===== src/rtl/multicycle_control.sv =====
// Control FSM for the multicycle RV32I datapath: sequences fetch/decode/execute/memory/writeback.
// Ports: clk, rst, opcode, branch_taken, mem_ready in; datapath selects/enables, illegal, mem_err, state, instret out.
module multicycle_control #(
  parameter int MEM_TIMEOUT = 16,
  parameter int CNT_W       = 32
) (
  input  logic             clk,
  input  logic             rst,
  input  logic [6:0]       opcode,
  input  logic             branch_taken,
  input  logic             mem_ready,
  output logic             mem_req,
  output logic             mem_we,
  output logic             iord,
  output logic             ir_write,
  output logic             pc_write,
  output logic [1:0]       pc_src,
  output logic [1:0]       alu_src_a,
  output logic [1:0]       alu_src_b,
  output logic [1:0]       alu_op,
  output logic             reg_write,
  output logic [1:0]       mem_to_reg,
  output logic             illegal,
  output logic             mem_err,
  output logic [3:0]       state,
  output logic [CNT_W-1:0] instret
);

  localparam int WC_W = (MEM_TIMEOUT > 1) ? $clog2(MEM_TIMEOUT) : 1;
  localparam logic [WC_W-1:0] WAIT_LAST = WC_W'(MEM_TIMEOUT - 1);

  localparam logic [6:0] OP_R    = 7'b0110011;
  localparam logic [6:0] OP_I    = 7'b0010011;
  localparam logic [6:0] OP_LD   = 7'b0000011;
  localparam logic [6:0] OP_ST   = 7'b0100011;
  localparam logic [6:0] OP_BR   = 7'b1100011;
  localparam logic [6:0] OP_JAL  = 7'b1101111;
  localparam logic [6:0] OP_JALR = 7'b1100111;

  typedef enum logic [3:0] {
    S_FETCH    = 4'd0,
    S_DECODE   = 4'd1,
    S_EXEC_R   = 4'd2,
    S_EXEC_I   = 4'd3,
    S_MEM_ADDR = 4'd4,
    S_MEM_RD   = 4'd5,
    S_MEM_WR   = 4'd6,
    S_WB_ALU   = 4'd7,
    S_WB_MEM   = 4'd8,
    S_BRANCH   = 4'd9,
    S_JAL      = 4'd10,
    S_JALR     = 4'd11
  } state_e;

  state_e           state_q, state_d;
  logic [WC_W-1:0]  wait_q, wait_d;
  logic [CNT_W-1:0] instret_q, instret_d;
  logic             retire;
  logic             wait_last;

  assign wait_last = (wait_q == WAIT_LAST);

  always_comb begin
    state_d    = state_q;
    retire     = 1'b0;
    mem_req    = 1'b0;
    mem_we     = 1'b0;
    iord       = 1'b0;
    ir_write   = 1'b0;
    pc_write   = 1'b0;
    pc_src     = 2'b00;
    alu_src_a  = 2'b00;
    alu_src_b  = 2'b00;
    alu_op     = 2'b00;
    reg_write  = 1'b0;
    mem_to_reg = 2'b00;
    illegal    = 1'b0;
    mem_err    = 1'b0;
    unique case (state_q)
      S_FETCH: begin
        mem_req = 1'b1;
        if (mem_ready) begin
          // PC <= PC + 4 while the instruction lands in IR
          ir_write  = 1'b1;
          pc_write  = 1'b1;
          alu_src_b = 2'b01;
          state_d   = S_DECODE;
        end else if (wait_last) begin
          mem_err = 1'b1;
          state_d = S_FETCH;
        end
      end
      S_DECODE: begin
        // Speculatively form old_pc + imm into ALUOut
        alu_src_a = 2'b10;
        alu_src_b = 2'b10;
        unique case (opcode)
          OP_R:         state_d = S_EXEC_R;
          OP_I:         state_d = S_EXEC_I;
          OP_LD, OP_ST: state_d = S_MEM_ADDR;
          OP_BR:        state_d = S_BRANCH;
          OP_JAL:       state_d = S_JAL;
          OP_JALR:      state_d = S_JALR;
          default: begin
            illegal = 1'b1;
            state_d = S_FETCH;
          end
        endcase
      end
      S_EXEC_R: begin
        alu_src_a = 2'b01;
        alu_op    = 2'b10;
        state_d   = S_WB_ALU;
      end
      S_EXEC_I: begin
        alu_src_a = 2'b01;
        alu_src_b = 2'b10;
        alu_op    = 2'b11;
        state_d   = S_WB_ALU;
      end
      S_MEM_ADDR: begin
        alu_src_a = 2'b01;
        alu_src_b = 2'b10;
        state_d   = (opcode == OP_LD) ? S_MEM_RD : S_MEM_WR;
      end
      S_MEM_RD: begin
        mem_req = 1'b1;
        iord    = 1'b1;
        if (mem_ready) begin
          state_d = S_WB_MEM;
        end else if (wait_last) begin
          mem_err = 1'b1;
          state_d = S_FETCH;
        end
      end
      S_MEM_WR: begin
        mem_req = 1'b1;
        mem_we  = 1'b1;
        iord    = 1'b1;
        if (mem_ready) begin
          retire  = 1'b1;
          state_d = S_FETCH;
        end else if (wait_last) begin
          mem_err = 1'b1;
          state_d = S_FETCH;
        end
      end
      S_WB_ALU: begin
        reg_write = 1'b1;
        retire    = 1'b1;
        state_d   = S_FETCH;
      end
      S_WB_MEM: begin
        reg_write  = 1'b1;
        mem_to_reg = 2'b01;
        retire     = 1'b1;
        state_d    = S_FETCH;
      end
      S_BRANCH: begin
        alu_src_a = 2'b01;
        alu_op    = 2'b01;
        pc_src    = 2'b01;
        pc_write  = branch_taken;
        retire    = 1'b1;
        state_d   = S_FETCH;
      end
      S_JAL: begin
        pc_write   = 1'b1;
        pc_src     = 2'b01;
        reg_write  = 1'b1;
        mem_to_reg = 2'b10;
        retire     = 1'b1;
        state_d    = S_FETCH;
      end
      S_JALR: begin
        alu_src_a  = 2'b01;
        alu_src_b  = 2'b10;
        pc_write   = 1'b1;
        pc_src     = 2'b10;
        reg_write  = 1'b1;
        mem_to_reg = 2'b10;
        retire     = 1'b1;
        state_d    = S_FETCH;
      end
      default: state_d = S_FETCH;
    endcase
  end

  // Wait counter restarts on every state change, completion or abort
  always_comb begin
    wait_d = wait_q;
    if ((state_d != state_q) || mem_ready || mem_err) begin
      wait_d = '0;
    end else if (mem_req) begin
      wait_d = wait_q + WC_W'(1);
    end
  end

  assign instret_d = retire ? instret_q + CNT_W'(1) : instret_q;

  always_ff @(posedge clk or posedge rst) begin
    if (rst) begin
      state_q   <= S_FETCH;
      wait_q    <= '0;
      instret_q <= '0;
    end else begin
      state_q   <= state_d;
      wait_q    <= wait_d;
      instret_q <= instret_d;
    end
  end

  assign state   = state_q;
  assign instret = instret_q;

endmodule

===== config.mk =====
export PLATFORM = sky130hd
export DESIGN_NAME = multicycle_control
export DESIGN_NICKNAME = d
export VERILOG_FILES = /design/src/rtl/multicycle_control.sv
export SDC_FILE = /design/constraint.sdc
export NUM_CORES = 1
export LEC_CHECK = 0
export CAP_MARGIN = 20
export CELL_PAD_IN_SITES_DETAIL_PLACEMENT = 0
export CELL_PAD_IN_SITES_GLOBAL_PLACEMENT = 1
export CORE_UTILIZATION = 39
export DETAILED_ROUTE_END_ITERATION = 12
export HOLD_SLACK_MARGIN = 0.15
export PLACE_DENSITY_LB_ADDON = 0.1
export SLEW_MARGIN = 10
export SYNTH_ARGS = -nofsm -noshare
export SYNTH_HDL_FRONTEND = slang
export SYNTH_SLANG_ARGS = --single-unit

===== constraint.sdc =====
create_clock -name clk -period 4.3 [get_ports clk]
set_input_delay 0.43 -clock clk [delete_from_list [all_inputs] [get_ports clk]]
set_output_delay 0.43 -clock clk [all_outputs]
set_load 0.005 [all_outputs]

# [After elaboration in Yosys (flattened, before gate mapping)]
# Index checks and enable logic that the tools add are counted.
[totals] input_bits=11 mem_bits_ro=0 mem_count=0 ramBits=0 ff_bits=40 latch_bits=0
[op_classes] n_mux=28 multipliers=0 div=0 add_sub_neg=2 n_reduce_logical=15 shift=0 eq_ne=20 n_bitwise=0 n_lt_le_gt_ge=0
[op_table] operator="$pmux 4 s6" count=2
[op_table] operator="$add 32x1->32 const B" count=1
[op_table] operator="$mux 4" count=6
[op_table] operator="$eq 7x7->1 const B" count=3
[op_table] operator="$eq 4x4->1 const B" count=5
[op_table] operator="$eq 4x3->1 const B" count=4
[op_table] operator="$pmux 2 s2" count=4
[op_table] operator="$eq 7x6->1 const B" count=2
[op_table] operator="$mux 1" count=12
[op_table] operator="$reduce_or 2->1" count=5
[op_table] operator="$reduce_or 5->1" count=2
[op_table] operator="$eq 4x2->1 const B" count=2
[op_table] operator="$reduce_or 4->1" count=2
[op_table] operator="$eq 7x2->1 const B" count=1
[op_table] operator="$eq 7x5->1 const B" count=1
[op_table] operator="$reduce_or 7->1" count=1
[op_table] operator="$pmux 2 s3" count=1
[op_table] operator="$add 4x1->4 const B" count=1
[op_table] operator="$eq 4x1->1 const B" count=1
[op_table] operator="$logic_not 4->1" count=1
[op_table] operator="$ne 4x4->1" count=1
[op_table] operator="$pmux 1 s3" count=1
[op_table] operator="$reduce_or 3->1" count=1
[op_table] operator="$logic_or 1x1->1" count=2
[op_table] operator="3 further kinds" count=3

# [Depth between registers and ports, before layout]
# Gate-level depths: netlist of run 1.
[logic_depth] depth_word=8 mapped_depth=7

# [Worst setup path before layout of run 1]
# OpenSTA, ideal clock, no wires.
[synth_timing] kind="reg2reg" startpoint="register state_q[0], in the netlist state[0]" endpoint="register wait_q[1]" t_arrival_ps=1821 period_less_slack_ps=1953 path_buffers=1 t_required_ps=4168 slack_ps=2347 path_stages_with_launch=7 path_cell_list="dfrtp_1 -> clkbuf_1 -> or4b_1 -> nor4_1 -> o311ai_0 -> o2111ai_1 -> nor2_1"
[synth_between] elab_chain_len=7 word_cells_on_any_way=21
[synth_lines] item="from (decl)" line_no="55" source="state_e state_q, state_d;"
[synth_lines] item="from (signal assigned)" line_no="207" source="state_q <= state_d;"
[synth_lines] item="$eq 4x2->1 or $mux 4 (tied branches)"
[synth_lines] item="$reduce_or 2->1 (no source line) (tied with other cells)"
[synth_lines] item="$pmux 4 s6" line_no="79" source="unique case (state_q)"
[synth_lines] item="$ne 4x4->1" line_no="192" source="if ((state_d != state_q) || mem_ready || mem_err) begin"
[synth_lines] item="$logic_or 1x1->1 (2 in series)" line_no="192"
[synth_lines] item="$mux 4 or $reduce_bool 2->1 (tied branches)"
[synth_lines] item="to (signal assigned)" line_no="208" source="wait_q <= wait_d;"
[synth_lines] item="to (decl)" line_no="56" source="logic [WC_W-1:0] wait_q, wait_d;"
# Several ways; a longest one is shown, not always the timed one.
# A chain may end at the register's enable or synchronous reset.

# [Final worst setup path of run 1]
[layout_timing] startpoint="register state_q[1], in the netlist state[1]" endpoint="output port alu_src_a[0]"
[layout_between] elab_chain_len=3 word_cells_on_any_way=8
[layout_lines] item="$eq 4x3->1 (tied with other cells)" line_no="79"
[layout_lines] item="$reduce_or 5->1 (no source line)"
[layout_lines] item="$pmux 2 s2 *" line_no="79"
[layout_lines] item="to (decl)" line_no="18" source="output logic [1:0] alu_src_a,"
# Mark *: on every way between the ends. The rest lies on a longest branch, timed or not.

==> results of run 1 <==
[critical path, delay by kind of cell (launching register included)]
kind | cells | cell delay (ns)
AO/OA/AOI/OAI | 1 | 0.15
flip-flops | 1 | 0.69
buffers and inverters | 2 | 0.79
AND/OR/NAND/NOR | 2 | 0.34
[cells in the final DEF, fill, tap and decap left out, types with 5 or more instances in the layout]
cell type,netlist,final
a21oi_1,8,8
and3_1,5,5
clkbuf_8,0,5
clkdlybuf4s50_1,0,64
dfrtp_1,40,40
inv_1,7,7
nand2_1,20,20
nand2b_1,7,7
nand3_1,13,13
nand4_1,10,10
nor2_1,28,28
nor2b_1,6,6
nor3_1,14,14
xnor2_1,22,22
xor2_1,13,13
[stage by stage]
step	power [uW]	util
2_1_floorplan	846.7	-
3_3_place_gp	1127	0.5380
3_5_place_dp	1131	0.5380
4_1_cts	1363	0.5518
5_1_grt	1460	0.5518
6_report	1346	0.5518
[power by group through the flow]
stage               Combinational (uW)  Sequential, uW  Clock (uW)
finish                             583             536         227
global route                       655             553         253
CTS                                591             536         237
detailed placement                 587             544           0
global placement                   584             543           0
floorplan                          372             475           0
[final cells by class]
cell class                      instances  area (um2)  share of cell area
Clock buffer                            6       72.57             0.02331
Clock inverter                          1       5.005            0.001608
Inverter                                7       26.28            0.008441
Multi-Input combinational cell        195        1262              0.4055
Sequential cell                        40        1001              0.3215
Tap cell                               72       90.09             0.02894
Timing Repair Buffer                   66       655.6              0.2106
[kinds of logic after synthesis]
group	Yosys count	share of synthesized area
AOI/OAI and AO/OA	27	0.07668
DFF	40	0.4290
and+or+nand+nor	129	0.3131
adders and majority gates	2	0.01072
muxes	2	0.009115
xor gates and xnor gates	35	0.1314
buffers and inverters	17	0.03003
[how the worst max path moves through the flow]
| stage | from | end | depth (start not counted) |
|---|---|---|---|
| global route | state[1] | alu_src_a[0] | 5 |
| global placement | mem_ready | instret[26] | 7 |
| CTS | state[0] | mem_req | 4 |
| detailed placement | mem_ready | instret[26] | 7 |
| floorplan | state[0] | wait_q[1] | 6 |
| finish | state[1] | alu_src_a[0] | 5 |
[per-layer routing]
metal / vias to the layer above / routed length (um)
met5: - / 0
met4: 0 / 69
met3: 8 / 266
met2: 59 / 2555
met1: 978 / 2515
li1: 1009 / -
[state kept, by name (all words and copies together) (netlist names)]
register and count:
instret 32, wait_q 4, state 4
==> results.json, run 1 <==
{
  "boundaryPins": 65,
  "cts.sinks": 40,
  "fp.dieArea_um2": 6296,
  "pwr-share-comb": 0.433,
  "status": "finished clean",
  "layout.nets": 328,
  "rsz0062_at_grt": "false",
  "synth_top_area_cell": "dfrtp_1",
  "routed_wl_um": 5407,
  "firstDrtPassIters": 4,
  "worst_slack_ns": 1.607,
  "setup_violations": 0,
  "holdPathStages": 1,
  "r2r_slack_ns": 1.93,
  "route.vias.total": 2054,
  "switching_share": 0.3600,
  "clk_root_buffer_cell": "clkbuf_8",
  "dp.final_hpwl_um": 3922,
  "fmax_mhz": 371.3,
  "clock_path_buffers": 2,
  "fin_crit_sh": 0.6263,
  "die_y_um": 79.35,
  "fill_cells": 521,
  "maxSlewHeadroom": 0.5390,
  "cp.required_ns": 3.87,
  "critPathLaunchType": "register",
  "drv_cap": 0,
  "grt_pass1_vias": 1929,
  "use_met3": 0.04253,
  "io_buffers": 64,
  "antenna_found_initial": 0,
  "drc": 0,
  "yosys-top-cells-count": "dfrtp_1, nor2_1, xnor2_1",
  "synth_area_leaders": "dfrtp_1, xnor2_1, xor2_1",
  "min_period_ns": 2.693,
  "layout-drive-gt1-share": 0.05397,
  "hold_viol_final": 0,
  "ys_ff_latch": 40,
  "synth_top_area_frac": 0.4290,
  "htreeDepth": 2,
  "r2r-start": "state[3]",
  "worst_pin_slew_ns": 0.6915,
  "reg2reg_to": "instret[26]",
  "avgSynthCellArea_um2": 9.260,
  "yosysWarnings": 0,
  "via_per_inst": 5.307,
  "ys_seq_area_frac": 0.4290,
  "syn_nets": 265,
  "gp_congestion": 0.7813,
  "setup_tns_ns": 0,
  "whs_ns": 0.4750,
  "hold_path.class": "reg -> reg",
  "r2r_cells": 6,
  "worst-path-max-fanout": 17,
  "dpl_cell_area_um2": 3035,
  "fin_skew_ns": 0.006095,
  "routedWlPerCell_um": 13.97,
  "cpPeakStageDelay_ns": 0.69,
  "track_usage": 0.1879,
  "cts_hold_buf": 0,
  "cpMostUsedCell": "nor2_1",
  "grt_util_met1": 0.2642,
  "synth_cells": 252,
  "synthFlopType": "dfrtp_1",
  "cts_resized": 0,
  "antenna_cells": 0,
  "final_area_um2": 3113,
  "ys_types": 50,
  "p_switching_uw": 484.5,
  "irDropWorstVdd_mv": 0.3213,
  "final_cell_count_no_fill": 387,
  "power.density_nw_per_um2": 432.3,
  "area_growth_pct": 33.41,
  "cts_made_buffers": 5,
  "min_from": "instret[31]",
  "gr-max-usage-layer": "met2",
  "start_util": 0.4136,
  "cts_tree": "yes",
  "pwr-share-clk": 0.169,
  "crit_type": "reg -> out",
  "yosysMostFrequentCell": "dfrtp_1",
  "intPower_uw": 861.3,
  "grt_pass1_wl_um": 9239,
  "async_flop_share": 1.000,
  "ant_nets": 0,
  "p_seq_frac": 0.398,
  "fp.dieW_um": 79.35,
  "crit_chain": "inv_1 > nor2_1 > nor2_1 > o22ai_1 > clkdlybuf4s50_1",
  "path_clk_slew_ns": 0.07,
  "grt-ovfl-total": 0,
  "critPathSlowestCell": "dfrtp_1",
  "critPathCaptureType": "primary output",
  "cp_data_arrival_time_ns": 2.26,
  "synth_edf_count": 0,
  "slew_viol_final": 0,
  "grt_max_degree": 41,
  "dp_slack_ns": 1.713,
  "row_count": 27,
  "core_area_um2": 5642,
  "placedCellCount": 380,
  "leakage_uw": 0.001305,
  "mappedNetlistArea_um2": 2333,
  "grtUsageMet2": 0.2879,
  "holdPathEnd": "instret[31]",
  "clk_latency_ns": 0.29,
  "post_cts_buffers": 0,
  "drt_iter0_drc": 88
}
(Power assumes the default switching activity.)
==> inputs of run 2 (changes only) <==
CORE_UTILIZATION = 36   (was 39)
clock period = 2.7 ns   (was 4.3 ns; I/O delays follow)
==> results.json, run 2 (same netlist as run 1, synthesis figures left out) <==
{
  "die_y_um": 82.51,
  "switching_share": 0.3613,
  "area_growth_pct": 36.35,
  "setup_tns_ns": 0,
  "slew_viol_final": 0,
  "hold_viol_final": 0,
  "pwr-share-comb": 0.464,
  "dp.final_hpwl_um": 4261,
  "clock_path_buffers": 2,
  "cp_data_arrival_time_ns": 2.16,
  "layout.nets": 335,
  "antenna_found_initial": 0,
  "maxSlewHeadroom": 0.6559,
  "path_clk_slew_ns": 0.07,
  "critPathSlowestCell": "dfrtp_1",
  "antenna_cells": 0,
  "crit_chain": "xor2_1 > a21oi_1 > nor4_1 > clkdlybuf4s50_1",
  "clk_latency_ns": 0.28,
  "crit_family": "flip-flops",
  "grt_pass1_wl_um": 9473,
  "p_switching_uw": 815.9,
  "cts_tree": "yes",
  "cts.sinks": 40,
  "core_area_um2": 6096,
  "worst-path-max-fanout": 11,
  "power.density_nw_per_um2": 709.7,
  "route.vias.total": 2095,
  "crit_type": "reg -> out",
  "track_usage": 0.1829,
  "clk_root_buffer_cell": "clkbuf_8",
  "row_count": 28,
  "setup_violations": 0,
  "irDropWorstVdd_mv": 0.4038,
  "drt_iter0_drc": 159,
  "grt_pass1_vias": 1920,
  "critPathCaptureType": "primary output",
  "intPower_uw": 1442,
  "ant_nets": 0,
  "largest_reg_flops": 32,
  "fin_skew_ns": 0.003215,
  "final_area_um2": 3182,
  "grt-ovfl-total": 0,
  "fp.dieArea_um2": 6808,
  "status": "finished clean",
  "critPathLaunchType": "register",
  "min_period_ns": 2.433,
  "layout_commonest_cell": "clkdlybuf4s50_1",
  "gp_congestion": 0.8525,
  "start_util": 0.3828,
  "routed_wl_um": 5791,
  "boundaryPins": 65,
  "cts_resized": 0,
  "rsz0062_at_grt": "false",
  "critPathBufInv": 1,
  "fp.dieW_um": 82.51,
  "dp_slack_ns": 0.5233,
  "cpPeakStageDelay_ns": 0.57,
  "io_buffers": 64,
  "fin_crit_sh": 0.9011,
  "via_per_inst": 5.264,
  "fmax_mhz": 411.0,
  "pwr-share-clk": 0.180,
  "hold_path.class": "in -> async",
  "drv_cap": 0,
  "leakage_uw": 0.001346,
  "dpl_cell_area_um2": 3092,
  "grt_max_degree": 41,
  "layout-drive-gt1-share": 0.07430,
  "cts_made_buffers": 5,
  "layout_common_cells": "clkdlybuf4s50_1, dfrtp_1, nor2_1",
  "routedWlPerCell_um": 14.55,
  "worst_pin_slew_ns": 0.5161,
  "firstDrtPassIters": 4,
  "htreeDepth": 2,
  "worst_slack_ns": 0.2670,
  "post_cts_buffers": 0,
  "cts_hold_buf": 0,
  "cp.required_ns": 2.43,
  "p_seq_frac": 0.356,
  "fill_cells": 598,
  "drc": 0
}
run 2: path summary, 6_finish.rpt:
| kind | from | end | slack [ns] | cells past startpoint |
|---|---|---|---|---|
| setup reg to reg | state[0] | wait_q[3] | 0.58 | 5 |
| hold reg to reg | instret[31] | instret[31] | 0.47 | 1 |
| min in group clk | instret[31] | instret[31] | 0.47 | 1 |
| hold / removal | rst | instret[31] | 0.39 | 3 |
| max in group asynchronous | rst | instret[10] | 1.93 | 3 |
| setup / recovery | state[0] | mem_err | 0.27 | 4 |
run 2: final cells by class:
type,instances,area [um2],share of cell area
multi-input combinational,195,1262,0.3968
sequential,40,1001,0.3146
timing repair buffer,73,708.2,0.2226
tap,75,93.84,0.02949
clock buffer,8,90.09,0.02831
inverter,7,26.28,0.008258
run 2: power by group through the flow:
stage	clock network, uW	logic [uW]	registers [uW]
floorplan	0	593	756
global placement	0	1050	815
detailed placement	0	1050	816
CTS	424	1060	804
global route	449	1160	826
finish	407	1050	804
run 2: layer usage:
layer / GRT usage / wire, um / vias up
met2: 0.2810 / 2631 / 48
li1: - / - / 1030
met1: 0.2661 / 2879 / 1014
met5: 0 / 0 / -
met3: 0.03297 / 260 / 3
met4: 0.04138 / 19 / 0
run 2: worst register-to-register path, delay by kind of cell, from the launching register on:
| family | cells | cell delay [ns] |
|---|---|---|
| and+or+nand+nor | 3 | 1.12 |
| DFF | 1 | 0.52 |
| AOI/OAI and AO/OA | 2 | 0.36 |
run 2: metrics by stage:
step | util | hold WS, ns | cells | power, uW
3_3_place_gp | 0.5072 | 0.4594 | 390 | 1865
6_report | 0.5220 | 0.3889 | 398 | 2258
4_1_cts | 0.5220 | 0.4288 | 398 | 2285
2_1_floorplan | - | 0.4322 | 252 | 1348
3_5_place_dp | 0.5072 | 0.4625 | 390 | 1868
5_1_grt | 0.5220 | 0.4778 | 398 | 2431
